[config.mk]
export PLATFORM = sky130hd
export DESIGN_NAME = bus_txn_ctrl_flat
export DESIGN_NICKNAME = d
export VERILOG_FILES = /design/src/rtl/bus_pkg.sv /design/src/rtl/bus_txn_ctrl_if.sv /design/src/rtl/bus_hdr_pack.sv /design/src/rtl/bus_txn_ctrl.sv /design/src/flat_wrapper.sv
export SDC_FILE = /design/constraint.sdc
export NUM_CORES = 1
export LEC_CHECK = 0
export CAP_MARGIN = 40
export CORE_UTILIZATION = 47
export DETAILED_ROUTE_END_ITERATION = 8
export PLACE_DENSITY = 0.8
export SYNTH_ARGS = -nofsm -noshare
export SYNTH_HDL_FRONTEND = slang
export SYNTH_SLANG_ARGS = --single-unit
export TNS_END_PERCENT = 1
[constraint.sdc]
create_clock -name clk -period 3.26 [get_ports clk]
set_clock_uncertainty 0.2 [all_clocks]
set_input_delay 0.652 -clock clk [delete_from_list [all_inputs] [get_ports clk]]
set_output_delay 0.652 -clock clk [all_outputs]
set_load 0.02 [all_outputs]
[src/rtl/bus_pkg.sv]
// Shared definitions for the bus transaction controller: FSM encoding,
// header field layout, controller ID and parameter defaults.
package bus_pkg;

  typedef enum logic [2:0] {
    ST_IDLE = 3'd0,
    ST_HDR  = 3'd1,
    ST_TURN = 3'd2,
    ST_DATA = 3'd3,
    ST_ACK  = 3'd4
  } state_t;

  localparam int HDR_OP_LSB  = 0;
  localparam int HDR_SRC_LSB = 2;
  localparam int HDR_DST_LSB = 4;

  localparam logic [1:0] CTRL_ID = 2'b11;

  localparam int TURN_CYCLES_DEF    = 3;
  localparam int TIMEOUT_CYCLES_DEF = 64;

  typedef struct packed {
    logic [1:0] src;
    logic [1:0] dst;
    logic [1:0] op;
    logic [7:0] len;
  } req_t;

endpackage

[src/rtl/bus_txn_ctrl_if.sv]
// Request handshake, shared-bus and completion signals of bus_txn_ctrl.
// master = requester/bus side, slave = the controller.
interface bus_txn_ctrl_if;
  logic       req_valid;
  logic       req_ready;
  logic [1:0] req_src;
  logic [1:0] req_dst;
  logic [1:0] req_op;
  logic [7:0] req_len;
  logic [7:0] bus_data_out;
  logic       bus_valid_out;
  logic       bus_drive_en;
  logic [7:0] bus_data_in;
  logic       bus_valid_in;
  logic       ack;
  logic       rx_valid;
  logic [7:0] rx_data;
  logic       done;
  logic       err;

  modport slave (
    input  req_valid, req_src, req_dst, req_op, req_len, bus_data_in, bus_valid_in,
    output req_ready, bus_data_out, bus_valid_out, bus_drive_en, ack, rx_valid,
           rx_data, done, err
  );

  modport master (
    output req_valid, req_src, req_dst, req_op, req_len, bus_data_in, bus_valid_in,
    input  req_ready, bus_data_out, bus_valid_out, bus_drive_en, ack, rx_valid,
           rx_data, done, err
  );
endinterface

[src/rtl/bus_hdr_pack.sv]
// Combinational header formatter: {2'b00, dst, src, op} while enabled, else 0.
module bus_hdr_pack
  import bus_pkg::*;
(
  input  logic       i_en,
  input  logic [1:0] i_src,
  input  logic [1:0] i_dst,
  input  logic [1:0] i_op,
  output logic [7:0] o_data
);

  always_comb begin
    o_data = 8'h00;
    if (i_en) begin
      o_data[HDR_DST_LSB +: 2] = i_dst;
      o_data[HDR_SRC_LSB +: 2] = i_src;
      o_data[HDR_OP_LSB  +: 2] = i_op;
    end
  end

endmodule

[src/rtl/bus_txn_ctrl.sv]
// Shared-bus transaction controller: header beat, turnaround, data beats, ack.
// Optional feature: define BUS_TXN_TIMEOUT_EN to abort a stalled DATA phase.
module bus_txn_ctrl
  import bus_pkg::*;
#(
  parameter int TURN_CYCLES    = TURN_CYCLES_DEF,
  parameter int TIMEOUT_CYCLES = TIMEOUT_CYCLES_DEF
) (
  input  logic          clk,
  input  logic          rst,
  bus_txn_ctrl_if.slave bus
);

  localparam int TW = $clog2(TURN_CYCLES + 1);

  if (TURN_CYCLES < 1 || TIMEOUT_CYCLES < 1) begin : g_bad_param
    $error("bus_txn_ctrl: TURN_CYCLES and TIMEOUT_CYCLES must be >= 1");
  end

  state_t         r_state, w_next;
  req_t           r_req;
  logic [TW-1:0]  r_turn;
  logic [7:0]     r_cnt;
  logic           r_err;
  logic           r_rx_valid;
  logic [7:0]     r_rx_data;

  logic           w_accept;
  logic           w_beat;
  logic           w_turn_end;
  logic           w_timeout;
  logic [7:0]     w_cnt_nxt;
  logic [7:0]     w_hdr;

  assign w_accept   = (r_state == ST_IDLE) && bus.req_valid;
  // Beats seen during turnaround count too; they only flag the error.
  assign w_beat     = ((r_state == ST_TURN) || (r_state == ST_DATA)) && bus.bus_valid_in;
  assign w_turn_end = (r_state == ST_TURN) && (r_turn == TW'(TURN_CYCLES - 1));
  assign w_cnt_nxt  = (w_beat && (r_cnt != 8'hFF)) ? r_cnt + 8'd1 : r_cnt;

`ifdef BUS_TXN_TIMEOUT_EN
  localparam int IW = $clog2(TIMEOUT_CYCLES + 1);
  logic [IW-1:0] r_idle;

  assign w_timeout = (r_state == ST_DATA) && !bus.bus_valid_in &&
                     (r_idle == IW'(TIMEOUT_CYCLES - 1));

  always_ff @(posedge clk) begin
    if (rst)                                 r_idle <= '0;
    else if ((r_state != ST_DATA) || w_beat) r_idle <= '0;
    else                                     r_idle <= r_idle + IW'(1);
  end
`else
  assign w_timeout = 1'b0;
`endif

  always_ff @(posedge clk) begin
    if (rst) r_state <= ST_IDLE;
    else     r_state <= w_next;
  end

  always_comb begin
    w_next = r_state;
    case (r_state)
      ST_IDLE: if (bus.req_valid) w_next = ST_HDR;
      ST_HDR:  w_next = ST_TURN;
      ST_TURN: if (w_turn_end) w_next = (w_cnt_nxt >= r_req.len) ? ST_ACK : ST_DATA;
      ST_DATA: if ((w_beat && (w_cnt_nxt >= r_req.len)) || w_timeout) w_next = ST_ACK;
      ST_ACK:  w_next = ST_IDLE;
      default: w_next = ST_IDLE;
    endcase
  end

  always_ff @(posedge clk) begin
    if (rst) begin
      r_req      <= '0;
      r_turn     <= '0;
      r_cnt      <= 8'h00;
      r_err      <= 1'b0;
      r_rx_valid <= 1'b0;
      r_rx_data  <= 8'h00;
    end else begin
      if (w_accept) begin
        r_req  <= '{src: bus.req_src, dst: bus.req_dst, op: bus.req_op, len: bus.req_len};
        r_turn <= '0;
        r_cnt  <= 8'h00;
        r_err  <= 1'b0;
      end else begin
        if (r_state == ST_TURN) r_turn <= r_turn + TW'(1);
        r_cnt <= w_cnt_nxt;
        if (((r_state == ST_TURN) && w_beat) || w_timeout) r_err <= 1'b1;
      end
      r_rx_valid <= w_beat;
      r_rx_data  <= w_beat ? bus.bus_data_in : 8'h00;
    end
  end

  bus_hdr_pack u_hdr (
    .i_en   (r_state == ST_HDR),
    .i_src  (r_req.src),
    .i_dst  (r_req.dst),
    .i_op   (r_req.op),
    .o_data (w_hdr)
  );

  always_comb begin
    bus.req_ready     = (r_state == ST_IDLE) && !rst;
    bus.bus_drive_en  = (r_state == ST_HDR);
    bus.bus_valid_out = (r_state == ST_HDR);
    bus.bus_data_out  = w_hdr;
    bus.ack           = (r_state == ST_ACK);
    bus.done          = (r_state == ST_ACK);
    bus.err           = (r_state == ST_ACK) && r_err;
    bus.rx_valid      = r_rx_valid;
    bus.rx_data       = r_rx_data;
  end

endmodule

[src/flat_wrapper.sv]
// flat-port wrapper written by rule: the top's interface ports become plain ports
module bus_txn_ctrl_flat import bus_pkg::*;
#(
  parameter int TURN_CYCLES    = TURN_CYCLES_DEF,
  parameter int TIMEOUT_CYCLES = TIMEOUT_CYCLES_DEF
)
  (clk, rst, bus_req_valid, bus_req_src, bus_req_dst, bus_req_op, bus_req_len, bus_bus_data_in, bus_bus_valid_in, bus_req_ready, bus_bus_data_out, bus_bus_valid_out, bus_bus_drive_en, bus_ack, bus_rx_valid, bus_rx_data, bus_done, bus_err);
  bus_txn_ctrl_if bus_i ();
  input  logic clk;
  input  logic rst;
  input wire logic [$bits(bus_i.req_valid)-1:0] bus_req_valid;
  input wire logic [$bits(bus_i.req_src)-1:0] bus_req_src;
  input wire logic [$bits(bus_i.req_dst)-1:0] bus_req_dst;
  input wire logic [$bits(bus_i.req_op)-1:0] bus_req_op;
  input wire logic [$bits(bus_i.req_len)-1:0] bus_req_len;
  input wire logic [$bits(bus_i.bus_data_in)-1:0] bus_bus_data_in;
  input wire logic [$bits(bus_i.bus_valid_in)-1:0] bus_bus_valid_in;
  output wire logic [$bits(bus_i.req_ready)-1:0] bus_req_ready;
  output wire logic [$bits(bus_i.bus_data_out)-1:0] bus_bus_data_out;
  output wire logic [$bits(bus_i.bus_valid_out)-1:0] bus_bus_valid_out;
  output wire logic [$bits(bus_i.bus_drive_en)-1:0] bus_bus_drive_en;
  output wire logic [$bits(bus_i.ack)-1:0] bus_ack;
  output wire logic [$bits(bus_i.rx_valid)-1:0] bus_rx_valid;
  output wire logic [$bits(bus_i.rx_data)-1:0] bus_rx_data;
  output wire logic [$bits(bus_i.done)-1:0] bus_done;
  output wire logic [$bits(bus_i.err)-1:0] bus_err;
  assign bus_i.req_valid = bus_req_valid;
  assign bus_i.req_src = bus_req_src;
  assign bus_i.req_dst = bus_req_dst;
  assign bus_i.req_op = bus_req_op;
  assign bus_i.req_len = bus_req_len;
  assign bus_i.bus_data_in = bus_bus_data_in;
  assign bus_i.bus_valid_in = bus_bus_valid_in;
  assign bus_req_ready = bus_i.req_ready;
  assign bus_bus_data_out = bus_i.bus_data_out;
  assign bus_bus_valid_out = bus_i.bus_valid_out;
  assign bus_bus_drive_en = bus_i.bus_drive_en;
  assign bus_ack = bus_i.ack;
  assign bus_rx_valid = bus_i.rx_valid;
  assign bus_rx_data = bus_i.rx_data;
  assign bus_done = bus_i.done;
  assign bus_err = bus_i.err;
  bus_txn_ctrl #(.TURN_CYCLES(TURN_CYCLES), .TIMEOUT_CYCLES(TIMEOUT_CYCLES)) u_core (.clk(clk), .rst(rst), .bus(bus_i));
endmodule
==> flow_metrics.env, run 1 <==
export IMPL_outcome="complete, no violations"
export IMPL_clock_latency_ps=340
export IMPL_cts_sinks=37
export IMPL_hold_viol=0
export IMPL_die_x_um=62.5
export IMPL_drc_errors=0
export IMPL_min_period_ps=3080
export IMPL_drt_vias_per_instance=4.84
export IMPL_critPathMaxFanout=5
export IMPL_cts_resized=0
export IMPL_syn_area_um2=1720
export IMPL_rsz0062_at_grt="no"
export IMPL_drive_gt1_share_pct=9.50
export IMPL_yosys_warnings=0
export IMPL_die_h_um=62.5
export IMPL_core_rowCount=21
export IMPL_worst_hold_slack_ps=257
export IMPL_initial_core_util_pct=50.4
export IMPL_synth_seq_cells=37
export IMPL_gr_total_overflow=0
export IMPL_postCtsSetupRepairBufs=0
export IMPL_nNetsFinal=277
export IMPL_synthCells=191
export IMPL_antenna_cells=0
export IMPL_ir_drop_v=0.000308
export IMPL_gp_congestion=0.803
export IMPL_clockBufferDepth=2
export IMPL_layout_commonest_cell="clkdlybuf4s50_1"
export IMPL_synthFlopType="dfxtp_1"
export IMPL_min_delay_path_depth=2
export IMPL_seq_area_frac_synth_pct=43.1
export IMPL_clk_pin_slew_ps=100
export IMPL_syn_area_per_cell_um2=9.01
export IMPL_grt_antenna_before_repair=0
export IMPL_final_cell_mix="clkdlybuf4s50_1, dfxtp_1, nand2_1"
export IMPL_drv_cap=0
export IMPL_maxSlewHeadroom_pct=62.7
export IMPL_synth_edf_count=0
export IMPL_hp_class="reg2reg"
export IMPL_io_pins=49
export IMPL_syn_to_final_growth_pct=32.5
export IMPL_crit_required_ps=3350
export IMPL_post_drt_wl_per_cell_um=11.6
export IMPL_grt_pass1_wl_um=5830
export IMPL_die_area_um2=3910
export IMPL_yosysUniqueCellTypes=38
export IMPL_core_area_um2=3420
export IMPL_maxSlewViolCount=0
export IMPL_drt_iter0_drc=51
export IMPL_startpoint_type="input pin"
export IMPL_timing_fmax_ghz=0.324
export IMPL_n_fill_cell=298
export IMPL_cts_root_buffer="clkbuf_4"
export IMPL_cts_tree="built"
export IMPL_synthArstFlopShare_pct=0
export IMPL_ant_nets=0
export IMPL_dpl_cell_area_um2=2230
export IMPL_setup_violations=0
export IMPL_dp_hpwl_um=2530
export IMPL_ctsHtreeMaxLevel=2
export IMPL_reg2regPathDepth=8
export IMPL_num_vias=1393
export IMPL_tightest_slew_ps=559
export IMPL_final_period_utilization_pct=94.6
export IMPL_grt_pass1_vias=1371
export IMPL_hold_buffers=0
export IMPL_total_power_uw=954
export IMPL_first_pass_iters=4
export IMPL_power_density_nw_per_um2=419
export IMPL_critPathKind="in2reg"
export IMPL_cts_buffers=5
export IMPL_arrival_ps=3170
export IMPL_cp_end_kind="flop"
export IMPL_fin_tns_setup_ps=0
export IMPL_place_worst_setup_slack_ps=-186
export IMPL_fin_ws_ps=177
export IMPL_routed_wl_um=3340
export IMPL_p_leak_nw=0.897
export IMPL_fin_area_um2=2280
export IMPL_io_buffers=46
export IMPL_grt_util_all_layers_pct=18.8
export IMPL_grt_start_max_net_pins=19
final timing paths:
kind	from	end	slack [ps]
worst min-delay path	u_core.r_req[9]$_SDFFE_PP0P_	u_core.r_req[9]$_SDFFE_PP0P_	260
worst max-delay path	bus_bus_valid_in	u_core.r_state[1]$_SDFFE_PP0P_	180
worst max register to register	u_core.r_state[1]$_SDFFE_PP0P_	u_core.r_state[1]$_SDFFE_PP0P_	400
worst min register to register	u_core.r_req[9]$_SDFFE_PP0P_	u_core.r_req[9]$_SDFFE_PP0P_	260
registers in the layout, summed over array words and instances, names as in the netlist:
signal / cells
u_core.r_err: 1
u_core.r_cnt: 8
u_core.r_turn: 2
u_core.bus.rx_valid: 1
u_core.r_req: 14
u_core.bus.rx_data: 8
u_core.r_state: 3
critical path: stages:
cell and delay (ps):
clkdlybuf4s50_1 530, nand3b_4 120, a41oi_2 310, mux2_2 380, ha_1 290, a2111oi_2 350
o31ai_1 150, a21boi_0 190, o221a_2 200
cell usage after synthesis, drive strengths merged, types with 3 or more instances:
library cell	number	area, µm²
and3	3	18.8
clkbuf	3	11.3
ha	10	125
nand2	30	113
a21oi	16	80.1
nand3	3	15.0
dfxtp	37	741
nor2b	7	43.8
nor2	12	45.0
xnor2	7	68.8
nand2b	4	25.0
and2	15	93.8
buf	8	52.6
nand4	3	18.8
inv	9	33.8
report_power, final:
group	total, mW	internal, mW	switching [mW]
Combinational	0.223	0.113	0.110
Clock	0.226	0.0860	0.140
Sequential	0.505	0.480	0.0253
Total	0.954	0.679	0.276
per-layer routing:
| metal | up-vias | global-route usage (%) | wire length (µm) |
|---|---|---|---|
| li1 | 735 | - | - |
| met1 | 632 | 22.0 | 1580 |
| met2 | 22 | 32.7 | 1620 |
| met3 | 4 | 6.02 | 104 |
| met4 | 0 | 5.23 | 30 |
| met5 | - | 0 | 0 |
stage by stage:
stage	cells	utilization [%]
after CTS	288	66.7
final	288	66.7
after detailed placement	280	65.3
after global routing	288	66.7
after global placement	280	65.3
after floorplan	192	-
cell families (layout without fill, tap and decap cells):
logic type	count (synthesis)	count (layout)	synth area share, %
and+or+nand+nor	84	84	25.9
DFF	37	37	43.1
AOI/OAI and AO/OA	28	28	11.5
buffers and inverters	20	70	5.67
adders and majority gates	10	10	7.27
xor gates and xnor gates	8	8	4.51
muxes	3	3	1.89
other	1	2	0.218
area by class of cell:
cell class              instances  area (µm²)  share of cell area [%]
well taps                      46        57.6                    2.52
flip-flops and latches         37         741                    32.5
inverters                       9        33.8                    1.48
repair buffers                 53         513                    22.5
multi-input cells             135         886                    38.9
clock buffers                   8        48.8                    2.14
Note: power is estimated with default switching activity, not from simulation.
==> inputs of run 2 (changes only) <==
Settings changed: CORE_UTILIZATION 47 to 30, PLACE_DENSITY 0.8 to 0.56.
==> run 2 against run 1 <==
- count of clock-buffer cells in the layout unchanged
- maximum frequency down 1.2%
- flip-flop and latch count unchanged
- setup slack worse by 38 ps
- critical endpoint unchanged
==> flow_metrics.env, run 2 (synthesis results as in run 1) <==
export IMPL_outcome="complete, no violations"
export IMPL_crit_required_ps=3240
export IMPL_tightest_slew_ps=581
export IMPL_crit_chain="clkdlybuf4s50_1 > nand3b_4 > a311oi_2 > nand3_1 > xnor2_2 > ha_1 > nand4_1 > o31ai_1 > a21boi_0 > o221a_2"
export IMPL_nNetsFinal=276
export IMPL_ir_drop_v=0.000206
export IMPL_grt_pass1_vias=1341
export IMPL_io_pins=49
export IMPL_hold_viol=0
export IMPL_hold_start="u_core.r_req[8]$_SDFFE_PP0P_"
export IMPL_power_density_nw_per_um2=441
export IMPL_met1_usage_pct=17.9
export IMPL_critPathMaxFanout=3
export IMPL_drv_cap=0
export IMPL_drive_gt1_share_pct=9.13
export IMPL_reg2reg_from="u_core.r_state[1]$_SDFFE_PP0P_"
export IMPL_cts_tree="built"
export IMPL_grt_util_all_layers_pct=13.4
export IMPL_top_register="u_core.r_req"
export IMPL_final_core_util_pct=42.6
export IMPL_ant_nets=0
export IMPL_first_pass_iters=4
export IMPL_die_area_um2=6040
export IMPL_seq_area_um2=741
export IMPL_slowest_stage="clkdlybuf4s50_1"
export IMPL_routed_wl_um=3610
export IMPL_num_vias=1357
export IMPL_dp_cells=305
export IMPL_grt_busiest_layer="met2"
export IMPL_maxSlewHeadroom_pct=61.2
export IMPL_post_drt_wl_per_cell_um=11.5
export IMPL_ctsHtreeMaxLevel=2
export IMPL_final_period_utilization_pct=95.7
export IMPL_setup_worst_path_start="bus_bus_valid_in"
export IMPL_grt_met2_usage_pct=20.5
export IMPL_timing_fmax_ghz=0.320
export IMPL_cts_buffers=5
export IMPL_drt_vias_per_instance=4.34
export IMPL_layout_commonest_cell="clkdlybuf4s50_1"
export IMPL_gr_total_overflow=0
export IMPL_die_h_um=77.7
export IMPL_multi_input_area_um2=897
export IMPL_antenna_cells=0
export IMPL_arrival_ps=3100
export IMPL_rsz0062_at_grt="no"
export IMPL_clk_pin_slew_ps=70
export IMPL_core_rowCount=27
export IMPL_cts_sinks=37
export IMPL_grt_pass1_wl_um=6360
export IMPL_grt_start_max_net_pins=19
export IMPL_max_stage_delay_ps=530
export IMPL_gp_congestion=0.759
export IMPL_cp_end_kind="flop"
export IMPL_min_period_ps=3120
export IMPL_final_cell_mix="clkdlybuf4s50_1, dfxtp_1, nand2_1"
export IMPL_min_delay_path_depth=2
export IMPL_drc_errors=0
export IMPL_worst_hold_slack_ps=254
export IMPL_clockBufferDepth=2
export IMPL_largest_reg_flops=14
export IMPL_setup_violations=0
export IMPL_critPathKind="in2reg"
export IMPL_hp_class="reg2reg"
export IMPL_n_fill_cell=564
export IMPL_p_leak_nw=0.907
export IMPL_io_buffers=46
export IMPL_syn_to_final_growth_pct=36.4
export IMPL_startpoint_type="input pin"
export IMPL_core_area_um2=5510
export IMPL_die_x_um=77.7
export IMPL_grt_antenna_before_repair=0
export IMPL_gr_usage_met3_pct=2.59
export IMPL_dp_hpwl_um=2700
export IMPL_final_cells=313
export IMPL_drt_iter0_drc=23
export IMPL_clock_latency_ps=280
export IMPL_reg2regPathDepth=9
export IMPL_initial_core_util_pct=31.2
export IMPL_cts_root_buffer="clkbuf_8"
export IMPL_maxSlewViolCount=0
## run 2: cell types whose count changed in the layout (fill, tap and decap cells not counted)
cell / change
a41oi_2: -1
a41oi_4: +1
clkbuf_4: -5
buf_4: -1
clkbuf_8: +5
## run 2: layout make-up
type	count	share of cell area, %
timing repair buffer	52	21.5
clock buffer	8	3.41
inverter	9	1.44
sequential	37	31.6
multi-input combinational	135	38.2
tap	72	3.84
## run 2: per-stage QoR
stage | area, µm² | power (mW) | setup TNS [ps] | setup slack (ps)
finish | 2350 | 1.03 | 0 | 139
global route | 2350 | 1.10 | 0 | 27.6
CTS | 2340 | 1.05 | 0 | 121
detailed placement | 2260 | 0.736 | -175 | -175
global placement | 2260 | 0.735 | -124 | -124
floorplan | 1720 | 0.651 | 0 | 544
## run 2: worst max-delay path, delay by kind of cell
family,cells,cell delay (ps)
adders and majority gates,1,280
and+or+nand+nor,3,390
xor gates and xnor gates,1,170
AOI/OAI and AO/OA,4,1070
buffers and inverters,1,530
## run 2: final timing paths
kind	endpoint	slack, ps
setup / recovery	u_core.r_state[1]$_SDFFE_PP0P_	140
hold / removal	u_core.r_req[8]$_SDFFE_PP0P_	250
setup reg to reg	u_core.r_state[1]$_SDFFE_PP0P_	430
hold reg to reg	u_core.r_req[8]$_SDFFE_PP0P_	250
## run 2: per-layer routing
| layer | vias to the layer above | part of all wire (%) | wire, µm |
|---|---|---|---|
| met5 | - | 0 | 0 |
| met4 | 0 | 2.1 | 74 |
| met3 | 6 | 3.6 | 130 |
| met2 | 23 | 46 | 1660 |
| met1 | 601 | 48 | 1740 |
| li1 | 727 | - | - |
## run 2: where the power goes
part / switching [mW] / total [mW] / leakage, nW / internal, mW
logic: 0.115 / 0.224 / 0.566 / 0.109
registers: 0.0188 / 0.499 / 0.301 / 0.480
clock network: 0.159 / 0.311 / 0.0395 / 0.152
## run 2: repair_timing
item,CTS,global route
buffers inserted,0,0
hold endpoints to repair,0,0
endpoints found under the setup margin,0,1
gates resized for setup,0,1
hold buffers,0,0
==> inputs of run 3 (changes only) <==
Settings changed: SETUP_SLACK_MARGIN set to 0.05.
==> run 3 against run 2 <==
- final cell count stayed put
- utilization is 0.52 points higher
- final area is 1.2% higher
- critical path type unchanged
- flip-flop and latch count stayed put
- maximum frequency is 0.44% higher
- combinational power is 3% higher
- count of clock-buffer cells in the layout stayed put
==> flow_metrics.env, run 3 (synthesis results as in run 1) <==
export IMPL_outcome="complete, no violations"
export IMPL_grt_start_max_net_pins=19
export IMPL_dp_hpwl_um=2700
export IMPL_first_pass_iters=4
export IMPL_die_x_um=77.7
export IMPL_cts_root_buffer="clkbuf_8"
export IMPL_cp_end_kind="flop"
export IMPL_rsz0062_at_grt="no"
export IMPL_hold_viol=0
export IMPL_hold_buffers=0
export IMPL_io_buffers=46
export IMPL_cts_resized=0
export IMPL_nNetsFinal=276
export IMPL_clk_pin_slew_ps=70
export IMPL_grt_antenna_before_repair=0
export IMPL_die_area_um2=6040
export IMPL_final_period_utilization_pct=95.3
export IMPL_p_leak_nw=0.911
export IMPL_seq_area_um2=741
export IMPL_drive_gt1_share_pct=9.54
export IMPL_tightest_slew_ps=583
export IMPL_syn_to_final_growth_pct=38.1
export IMPL_critPathKind="in2reg"
export IMPL_critPathMaxFanout=3
export IMPL_total_power_mw=1.04
export IMPL_final_cell_mix="clkdlybuf4s50_1, dfxtp_1, nand2_1"
export IMPL_core_area_um2=5510
export IMPL_crit_required_ps=3240
export IMPL_fin_tns_setup_ps=0
export IMPL_final_cells=313
export IMPL_ctsHtreeMaxLevel=2
export IMPL_largest_reg_flops=14
export IMPL_maxSlewHeadroom_pct=61.0
export IMPL_setup_violations=0
export IMPL_drt_iter0_drc=20
export IMPL_clock_latency_ps=280
export IMPL_cts_tree="built"
export IMPL_core_rowCount=27
export IMPL_drt_vias_per_instance=4.38
export IMPL_grt_pass1_vias=1341
export IMPL_clockBufferDepth=2
export IMPL_multi_input_area_um2=926
export IMPL_postCtsSetupRepairBufs=0
export IMPL_routed_wl_um=3660
export IMPL_drv_cap=0
export IMPL_drc_errors=0
export IMPL_num_vias=1370
export IMPL_power_density_nw_per_um2=438
export IMPL_antenna_cells=0
export IMPL_hp_class="reg2reg"
export IMPL_ir_drop_v=0.000206
export IMPL_timing_fmax_ghz=0.322
export IMPL_grt_pass1_wl_um=6360
export IMPL_layout_commonest_cell="clkdlybuf4s50_1"
export IMPL_cts_sinks=37
export IMPL_grt_util_all_layers_pct=13.4
export IMPL_startpoint_type="input pin"
export IMPL_die_h_um=77.7
export IMPL_maxSlewViolCount=0
export IMPL_ant_nets=0
export IMPL_gr_total_overflow=0
export IMPL_min_period_ps=3110
export IMPL_arrival_ps=3090
export IMPL_cts_buffers=5
export IMPL_post_drt_wl_per_cell_um=11.7
export IMPL_worst_hold_slack_ps=255
export IMPL_n_fill_cell=562
export IMPL_dp_cells=305
export IMPL_final_core_util_pct=43.1
export IMPL_gp_congestion=0.759
export IMPL_top_register="u_core.r_req"
export IMPL_io_pins=49
export IMPL_initial_core_util_pct=31.2
[run 3: cell types whose count changed in the layout (fill, tap and decap cells not counted)]
cell | previous run | this run
a2111oi_2 | 1 | 0
a2111oi_4 | 0 | 1
a311oi_2 | 1 | 0
a311oi_4 | 0 | 1
o31ai_1 | 1 | 0
o31ai_2 | 0 | 1
[run 3: path summary, 6_finish.rpt]
path                                  startpoint                              to  slack, ps  cells after the start
setup reg to reg  u_core.r_state[1]$_SDFFE_PP0P_  u_core.r_state[1]$_SDFFE_PP0P_        440                      9
hold reg to reg     u_core.r_req[8]$_SDFFE_PP0P_    u_core.r_req[8]$_SDFFE_PP0P_        250                      2
setup / recovery                bus_bus_valid_in  u_core.r_state[1]$_SDFFE_PP0P_        150                     10
hold / removal      u_core.r_req[8]$_SDFFE_PP0P_    u_core.r_req[8]$_SDFFE_PP0P_        250                      2
[run 3: metrics by stage]
stage	instance area, µm²	setup WS [ps]
6_report	2380	153
5_1_grt	2380	61.5
4_1_cts	2340	121
3_5_place_dp	2260	-175
3_3_place_gp	2260	-124
2_1_floorplan	1720	544
[run 3: worst max-delay path, cell delays in order]
cell and delay, ps:
clkdlybuf4s50_1 530, nand3b_4 120, a311oi_4 340, nand3_1 180
xnor2_2 180, ha_1 280, nand4_1 120, o31ai_2 310
a21boi_0 130, o221a_2 250
[run 3: metal layers]
metal	routed length [µm]	global-route usage, %	vias up
li1	-	-	727
met1	1750	17.9	613
met2	1710	20.5	24
met3	129	2.59	6
met4	76	6.79	0
met5	0	0	-
[run 3: area by class of cell]
type / instances / share of cell area (%)
multi-input combinational: 135 / 39.0
timing repair buffer: 52 / 21.3
clock buffer: 8 / 3.37
inverter: 9 / 1.42
tap: 72 / 3.79
sequential: 37 / 31.2
[run 3: power breakdown]
part | total, mW | leakage (nW) | switching, mW | internal, mW
clock | 0.311 | 0.0395 | 0.159 | 0.152
combinational | 0.230 | 0.570 | 0.117 | 0.113
sequential | 0.499 | 0.301 | 0.0188 | 0.480
total | 1.04 | 0.911 | 0.295 | 0.745
